### src/rtl/gate_pkg.sv
// Shared constants and FSM encoding for the gate event counter.
// Imported by the synchronizer and the counter top.
package gate_pkg;

  localparam int SYNC_STAGES_DEF = 2;
  localparam int CNT_W_DEF       = 8;

  typedef enum logic [1:0] {
    IDLE      = 2'd0,
    SNAP      = 2'd1,
    WAIT_DROP = 2'd2
  } rd_state_t;

endpackage

### src/rtl/sync_edge_det.sv
// Multi-flop synchronizer for an asynchronous input followed by
// a one-register edge detector producing rise/fall pulses.
module sync_edge_det
  import gate_pkg::*;
#(
  parameter int SYNC_STAGES = SYNC_STAGES_DEF
) (
  input  logic clk,
  input  logic rst_n,
  input  logic x_in,
  output logic x_sync,
  output logic rise_pulse,
  output logic fall_pulse
);

  logic [SYNC_STAGES-1:0] sync_q;
  logic                   x_d;

  always_ff @(posedge clk or negedge rst_n) begin
    if (!rst_n) begin
      sync_q <= '0;
      x_d    <= 1'b0;
    end else begin
      sync_q <= {sync_q[SYNC_STAGES-2:0], x_in};
      x_d    <= sync_q[SYNC_STAGES-1];
    end
  end

  assign x_sync     = sync_q[SYNC_STAGES-1];
  assign rise_pulse = x_sync & ~x_d;
  assign fall_pulse = ~x_sync & x_d;

endmodule

### src/rtl/gate_event_counter.sv
// Counts synchronized rise/fall events of x_in with saturation,
// and exposes the counts through a four-phase snapshot handshake.
module gate_event_counter
  import gate_pkg::*;
#(
  parameter int SYNC_STAGES = SYNC_STAGES_DEF,
  parameter int CNT_W       = CNT_W_DEF
) (
  input  logic               clk,
  input  logic               rst_n,
  input  logic               x_in,
  input  logic               en,
  input  logic               clr,
  input  logic               rd_req,
  output logic               x_sync,
  output logic               rise_pulse,
  output logic               fall_pulse,
  output logic               rd_ack,
  output logic [2*CNT_W-1:0] rd_data,
  output logic               sat
);

  localparam logic [CNT_W-1:0] CNT_MAX = '1;

  logic [CNT_W-1:0] rise_cnt, rise_nxt;
  logic [CNT_W-1:0] fall_cnt, fall_nxt;
  logic             sat_nxt;
  rd_state_t        state, state_nxt;

  sync_edge_det #(
    .SYNC_STAGES(SYNC_STAGES)
  ) u_sync (
    .clk       (clk),
    .rst_n     (rst_n),
    .x_in      (x_in),
    .x_sync    (x_sync),
    .rise_pulse(rise_pulse),
    .fall_pulse(fall_pulse)
  );

  always_comb begin
    rise_nxt = rise_cnt;
    fall_nxt = fall_cnt;
    sat_nxt  = sat;
    if (clr) begin
      rise_nxt = '0;
      fall_nxt = '0;
      sat_nxt  = 1'b0;
    end else begin
      if (en && rise_pulse && rise_cnt != CNT_MAX)
        rise_nxt = rise_cnt + 1'b1;
      if (en && fall_pulse && fall_cnt != CNT_MAX)
        fall_nxt = fall_cnt + 1'b1;
      sat_nxt = sat | (rise_nxt == CNT_MAX)
                    | (fall_nxt == CNT_MAX);
    end
  end

  always_ff @(posedge clk or negedge rst_n) begin
    if (!rst_n) begin
      rise_cnt <= '0;
      fall_cnt <= '0;
      sat      <= 1'b0;
    end else begin
      rise_cnt <= rise_nxt;
      fall_cnt <= fall_nxt;
      sat      <= sat_nxt;
    end
  end

  always_comb begin
    state_nxt = state;
    unique case (state)
      IDLE:      if (rd_req) state_nxt = SNAP;
      SNAP:      state_nxt = WAIT_DROP;
      WAIT_DROP: if (!rd_req) state_nxt = IDLE;
      default:   state_nxt = IDLE;
    endcase
  end

  always_ff @(posedge clk or negedge rst_n) begin
    if (!rst_n) state <= IDLE;
    else        state <= state_nxt;
  end

  // Snapshot takes the pre-increment counts of the SNAP edge
  always_ff @(posedge clk or negedge rst_n) begin
    if (!rst_n) begin
      rd_ack  <= 1'b0;
      rd_data <= '0;
    end else if (state == SNAP) begin
      rd_ack  <= 1'b1;
      rd_data <= {rise_cnt, fall_cnt};
    end else if (state == WAIT_DROP && !rd_req) begin
      rd_ack  <= 1'b0;
    end
  end

endmodule

### config.mk
export PLATFORM = sky130hd
export DESIGN_NAME = gate_event_counter
export DESIGN_NICKNAME = d
export VERILOG_FILES = /design/src/rtl/gate_pkg.sv /design/src/rtl/sync_edge_det.sv /design/src/rtl/gate_event_counter.sv
export SDC_FILE = /design/constraint.sdc
export NUM_CORES = 1
export LEC_CHECK = 0
export ABC_CLOCK_PERIOD_IN_PS = 2000
export CORE_MARGIN = 3
export CORE_UTILIZATION = 35
export CTS_BUF_LIST = sky130_fd_sc_hd__clkbuf_16
export DETAILED_ROUTE_END_ITERATION = 8
export DONT_BUFFER_PORTS = 1
export SYNTH_ARGS = -nofsm -noshare
export SYNTH_HDL_FRONTEND = slang
export SYNTH_SLANG_ARGS = --single-unit
### constraint.sdc
create_clock -name clk -period 2 [get_ports clk]
set_input_delay 0.5 -clock clk [delete_from_list [all_inputs] [get_ports clk]]
set_output_delay 0.5 -clock clk [all_outputs]
set_load 0.01 [all_outputs]
; Word level (Yosys, flattened, before mapping)
; Index checks and enable logic that the tools add are counted.
[op_classes]
reduce_logical = 9
muxes = 12
add_sub_neg = 2
n_bitwise = 6
n_eq_ne = 8
[ops]
columns = op, n
row1 = 2-to-1 mux 8 bit, 6
row2 = "adder 8 x 1 -> 8 bit, second input constant", 2
row3 = "== test 8 bit, second input constant", 2
row4 = "inequality test 8 bit, second input constant", 2
row5 = case mux 2 bit (3 select lines), 1
row6 = logical AND 1 bit, 5
row7 = 2-to-1 mux 2 bit, 2
row8 = "inequality test 2 bit, second input constant", 2
row9 = 2-to-1 mux 1 bit, 3
row10 = AND 1 bit, 2
row11 = "== test 2 x 1 -> 1 bit, second input constant", 1
row12 = "== test 2 bit, second input constant", 1
row13 = logical NOT 2 bit, 1
row14 = inverter 1 bit, 2
row15 = OR 1 bit, 2
row16 = AND reduction 2 bit, 1
row17 = nonzero test 2 bit, 1
row18 = logical NOT 1 bit, 1
[totals]
out_inout_bits = 21
reg_bits = 39
word_cells = 45
inputBits = 6

; Depth between registers and ports, before layout
[depth]
word_depth = 10
depth_mapped = 7
depth_no_buf = 6

; Modules after synthesis
; A second synthesis with hierarchy kept.
[hier_totals]
hier_cells = 184
hier_area_um2 = 1949.4
[by_module_without_submodules]
columns = module, instances, cells_per_inst, area_each_um2
row1 = gate_event_counter, 1, 179, 1859.3
row2 = sync_edge_det, 1, 5, 90.1

; Least setup slack after synthesis
; Ideal clock, no wire load.
[synth_timing]
path_kind = reg2reg
startpoint = register rise_cnt[0]
endpoint = register sat
path_stages_with_launch = 8
period_less_slack_ps = 1627
arrival_time_ps = 1551
slack_ps = 373
t_required_ps = 1924
cell_sequence = dfrtp_1 > ha_1 > buf_6 > nand4_1 > or2_4 > a211oi_4 > nand3_2 > o21ai_1
[synth_via]
elab_chain_cells = 8
word_cells_on_any_way = 9
[synth_lines]
columns = element, line_no
row1 = "start, declared", gate_event_counter.sv:25  ; logic [CNT_W-1:0] rise_cnt, rise_nxt;
row2 = "start signal, assigned", gate_event_counter.sv:65  ; rise_cnt <= rise_nxt;
row3 = branches (longest 2 deep; another with adder 8 x 1 -> 8 bit), --
row4 = 2-to-1 mux 8 bit (*), gate_event_counter.sv:50  ; if (en && rise_pulse && rise_cnt != CNT_MAX)
row5 = 2-to-1 mux 8 bit (*), gate_event_counter.sv:45  ; if (clr) begin
row6 = == test 8 bit (*), gate_event_counter.sv:54  ; sat_nxt = sat | (rise_nxt == CNT_MAX)
row7 = OR 1 bit (*), gate_event_counter.sv:54
row8 = OR 1 bit (*), gate_event_counter.sv:55  ; | (fall_nxt == CNT_MAX);
row9 = 2-to-1 mux 1 bit (*), gate_event_counter.sv:45
row10 = via sat_nxt, gate_event_counter.sv:27  ; logic sat_nxt;
row11 = "end signal, assigned", gate_event_counter.sv:67  ; sat <= sat_nxt;
row12 = "end, declared", gate_event_counter.sv:20  ; output logic sat
; Mark *: on every way through the listed nets, which the timed path passes. The select of a mux whose other input is x is not followed.
; A chain may end at the register's enable or synchronous reset.

; Worst setup path in the final report
; Ends and elaborated chain as after synthesis.

==> impl_summary.txt <==
----------------------------------------------------
[Place]
  Number of buffers added on ports ... 0
  Placement-stage worst setup slack ... 0.200 ns
  Routability Congestion ... 0.833
  Placed wire-length estimate after detailed placement ... 2570 um

[Timing]
  Final-report hold violation count ... 0
  Final Max Tran Viols ... 0
  Slew at the pin with the worst max-slew slack ... 0.665 ns
  Final Critical Period ... 1.83 ns
  PnR worst setup slack ... 0.174 ns
  Maximum clock frequency ... 548 MHz
  Worst Skew ... 0.00298 ns
  Fraction of the cycle the final worst path needs ... 0.913
  Unrepaired setup endpoints after global routing ... false
  Total negative slack for setup checks ... 0 ns
  Final setup vio count ... 0
  Fin Hold WS ... 0.0624 ns
  Slew margin rel. ... 0.557

[Cells and area]
  Core utilization of the finished layout ... 0.414
  Syn-to-layout area delta ... 12.6%
  Layout cells sized above 1 ... 0.187
  Antenna diode count ... 0
  Post-layout net count ... 189

[Pwr]
  Peak VDD IR ... 0.000472 V
  Leak Pwr ... 0.000946 uW
  Power density over the cells ... 908 mW/mm2

[CTS]
  Post-CTS clock slew at the launch and capture registers of the worst setup and hold paths ... 0.06 ns
  Number of resized instances in the post-cts repair step ... 0
  H-Tree Level Count ... 2
  Number of buffers created by CTS ... 5
  Longest Clk Path Bufs ... 2
  Library cell used as clock root buffer ... sky130_fd_sc_hd__clkbuf_16
  Clock tree from TritonCTS ... done
  Sink Count ... 39
  Clock latency reported for the late side of the worst-skew pair ... 0.28 ns

[Synthesis]
  Ys flop type ... sky130_fd_sc_hd__dfrtp_1
  Warning count from the yosys run ... 0
  Synthesized net count ... 185
  Avg Synthesized Cell Area ... 10.8 um2
  Number of storage elements in the synthesis netlist ... 39
  Count of cell types in the netlist ... 48
  Number of enable-type register cells in the synthesized netlist ... 0
  Post-synthesis instance total ... 177
  Sequential area share after synthesis ... 0.510
  Proportion of register bits with asynchronous set or reset after synthesis ... 1.00
  Post-synthesis instance area ... 0.00191 mm2

[GRT]
  Number of antenna violations at the first check in global routing ... 0
  Leftover overflow at the end of global routing ... 0
  Pin count of the biggest net entering global routing ... 40
  First-pass GRT wire length ... 6270 um
  Overall track demand over capacity in global routing ... 0.126
  Number of global-route vias before repair ... 1318

[Critical path]
  Nature of the critical path startpoint ... register
  Largest fanout of any net on the critical path ... 8
  Arrival @ worst endpoint ... 2.03 ns
  Length in cells of the worst reg-to-reg path ... 6
  Setup slack on the worst flop-to-flop path ... 0.17 ns
  Kind of end point of the critical path ... register
  Worst reg2reg path endpoint ... sat
  Setup CP Type ... reg -> reg
  Data required time at the worst endpoint ... 2.20 ns
  RR Startpoint ... rise_cnt[0]

[Floorplan]
  DIE WIDTH ... 79.9 um
  Row count ... 26
  Starting density of the core ... 0.367
  Vertical die dimension ... 79.9 um
  Number of top-level pins ... 27
  Area of the core region ... 0.00520 mm2
  Die area ... 0.00638 mm2

[Drt]
  Remaining antenna violation count after routing ... 0
  Number of search-and-repair iterations in the first detailed-routing pass ... 4
  Via density per instance ... 5.18
  Starting DRC count in detailed routing ... 51
  Via total after detailed routing ... 1306
  Final wirelength ... 3670 um
  Residual DRC count ... 0
  Average wire per cell in the routed design ... 14.6 um

[Run]
  Max Cap Viol ... 0

[Status]
  Result of the run ... finished clean

[Min path]
  Hold WC Path Type ... in -> async

----------------------------------------------------
[cells by family (layout without fill, tap and decap cells)]
| kind of cell | Yosys count | in the layout | share of synthesized area |
|---|---|---|---|
| buf+inv | 11 | 16 | 0.0334 |
| flops | 39 | 39 | 0.510 |
| xor+xnor | 4 | 4 | 0.0183 |
| simple gates | 72 | 72 | 0.208 |
| compound gates | 29 | 29 | 0.103 |
| fa+ha+maj | 2 | 2 | 0.0131 |
| mux | 20 | 20 | 0.113 |
[layout by cell type (no fill, tap or decap), types with 2 or more instances in the layout]
master | netlist | layout
sky130_fd_sc_hd__dfrtp_1 | 39 | 39
sky130_fd_sc_hd__nor2_1 | 19 | 19
sky130_fd_sc_hd__nand2_1 | 14 | 14
sky130_fd_sc_hd__mux2_2 | 13 | 13
sky130_fd_sc_hd__a21oi_1 | 7 | 7
sky130_fd_sc_hd__mux2i_1 | 7 | 7
sky130_fd_sc_hd__nand3_1 | 6 | 6
sky130_fd_sc_hd__nor3_1 | 6 | 6
sky130_fd_sc_hd__o21ai_0 | 6 | 6
sky130_fd_sc_hd__inv_1 | 5 | 5
sky130_fd_sc_hd__clkbuf_16 | 0 | 5
sky130_fd_sc_hd__a31oi_1 | 3 | 3
sky130_fd_sc_hd__xor2_1 | 3 | 3
sky130_fd_sc_hd__nand2b_1 | 3 | 3
sky130_fd_sc_hd__nand3b_1 | 2 | 2
sky130_fd_sc_hd__nand4_1 | 2 | 2
sky130_fd_sc_hd__and3b_1 | 2 | 2
sky130_fd_sc_hd__o21ai_1 | 2 | 2
sky130_fd_sc_hd__nand3_2 | 2 | 2
sky130_fd_sc_hd__nor2b_1 | 2 | 2
sky130_fd_sc_hd__nand4b_1 | 2 | 2
sky130_fd_sc_hd__and3_1 | 2 | 2
sky130_fd_sc_hd__a41oi_1 | 2 | 2
sky130_fd_sc_hd__ha_1 | 2 | 2
sky130_fd_sc_hd__buf_4 | 1 | 2
[critical path, cell delays in order, from the launching register on]
cell and delay [ns]:
sky130_fd_sc_hd__dfrtp_1 0.45, sky130_fd_sc_hd__ha_1 0.34, sky130_fd_sc_hd__nand4_1 0.20, sky130_fd_sc_hd__or2_4 0.30, sky130_fd_sc_hd__a211oi_4 0.26, sky130_fd_sc_hd__nand3_2 0.08, sky130_fd_sc_hd__o21ai_1 0.13
[flip-flops by register name, indices dropped and copies added, names as in the netlist]
signal,count
u_sync.x_d,1
state,2
rd_data,16
fall_cnt,8
rd_ack,1
u_sync.sync_q,2
rise_cnt,8
sat,1
[synth_stat cells (2+ instances only)]
library cell | count | area (um2)
sky130_fd_sc_hd__nand3_2 | 2 | 20.0
sky130_fd_sc_hd__nor2b_1 | 2 | 12.5
sky130_fd_sc_hd__and3_1 | 2 | 12.5
sky130_fd_sc_hd__nand2_1 | 14 | 52.6
sky130_fd_sc_hd__o21ai_1 | 2 | 10.0
sky130_fd_sc_hd__a21oi_1 | 7 | 35.0
sky130_fd_sc_hd__nand3_1 | 6 | 30.0
sky130_fd_sc_hd__o21ai_0 | 6 | 30.0
sky130_fd_sc_hd__nand2b_1 | 3 | 18.8
sky130_fd_sc_hd__nand4b_1 | 2 | 17.5
sky130_fd_sc_hd__a41oi_1 | 2 | 17.5
sky130_fd_sc_hd__dfrtp_1 | 39 | 976
sky130_fd_sc_hd__ha_1 | 2 | 25.0
sky130_fd_sc_hd__mux2_2 | 13 | 146
sky130_fd_sc_hd__xor2_1 | 3 | 26.3
sky130_fd_sc_hd__clkbuf_1 | 2 | 7.51
sky130_fd_sc_hd__nor3_1 | 6 | 30.0
sky130_fd_sc_hd__and3b_1 | 2 | 17.5
sky130_fd_sc_hd__nor2_1 | 19 | 71.3
sky130_fd_sc_hd__nand3b_1 | 2 | 15.0
sky130_fd_sc_hd__mux2i_1 | 7 | 70.1
sky130_fd_sc_hd__inv_1 | 5 | 18.8
sky130_fd_sc_hd__nand4_1 | 2 | 12.5
sky130_fd_sc_hd__a31oi_1 | 3 | 18.8
[how the worst max path moves through the flow]
stage          endpoint         from  cells after the start  slack, ns
4_1_cts             sat  rise_cnt[0]                      6       0.17
2_1_floorplan       sat  rise_cnt[0]                      7       0.37
3_5_place_dp        sat  rise_cnt[0]                      6       0.20
5_1_grt             sat  rise_cnt[0]                      6      0.002
6_report            sat  rise_cnt[0]                      6       0.17
3_3_place_gp        sat  rise_cnt[0]                      6       0.26
[per-stage QoR]
step                      power [uW]  std cells  instance area [um2]
after floorplan                 1040        177                 1910
after global placement          1080        243                 1970
after detailed placement        1080        243                 1970
after CTS                       1990        252                 2150
after global routing            2040        252                 2150
final                           1960        252                 2150
[metal layers]
metal,track usage,vias to the layer above,share of wire
met5,0,-,0
met4,0.0439,0,0.013
met3,0.0418,8,0.058
met2,0.207,35,0.48
met1,0.155,620,0.45
li1,-,643,-
[timing repair]
item,CTS,global route
buffers inserted,0,0
setup endpoints to repair,0,0
endpoints found under the hold margin,39,0
hold buffers,1,0
[final cells by class]
type,instances,area [um2]
Fill cell,520,3050
Sequential cell,39,976
Multi-Input combinational cell,127,872
Clock buffer,5,125
Tap cell,70,87.6
Clock inverter,3,38.8
Timing Repair Buffer,3,35.0
Inverter,5,18.8
[power by group]
| part | internal [uW] | switching (uW) |
|---|---|---|
| logic | 83.7 | 97.4 |
| clock network | 581 | 294 |
| registers | 841 | 58.9 |
No activity file was read; power rests on OpenSTA's default activity.
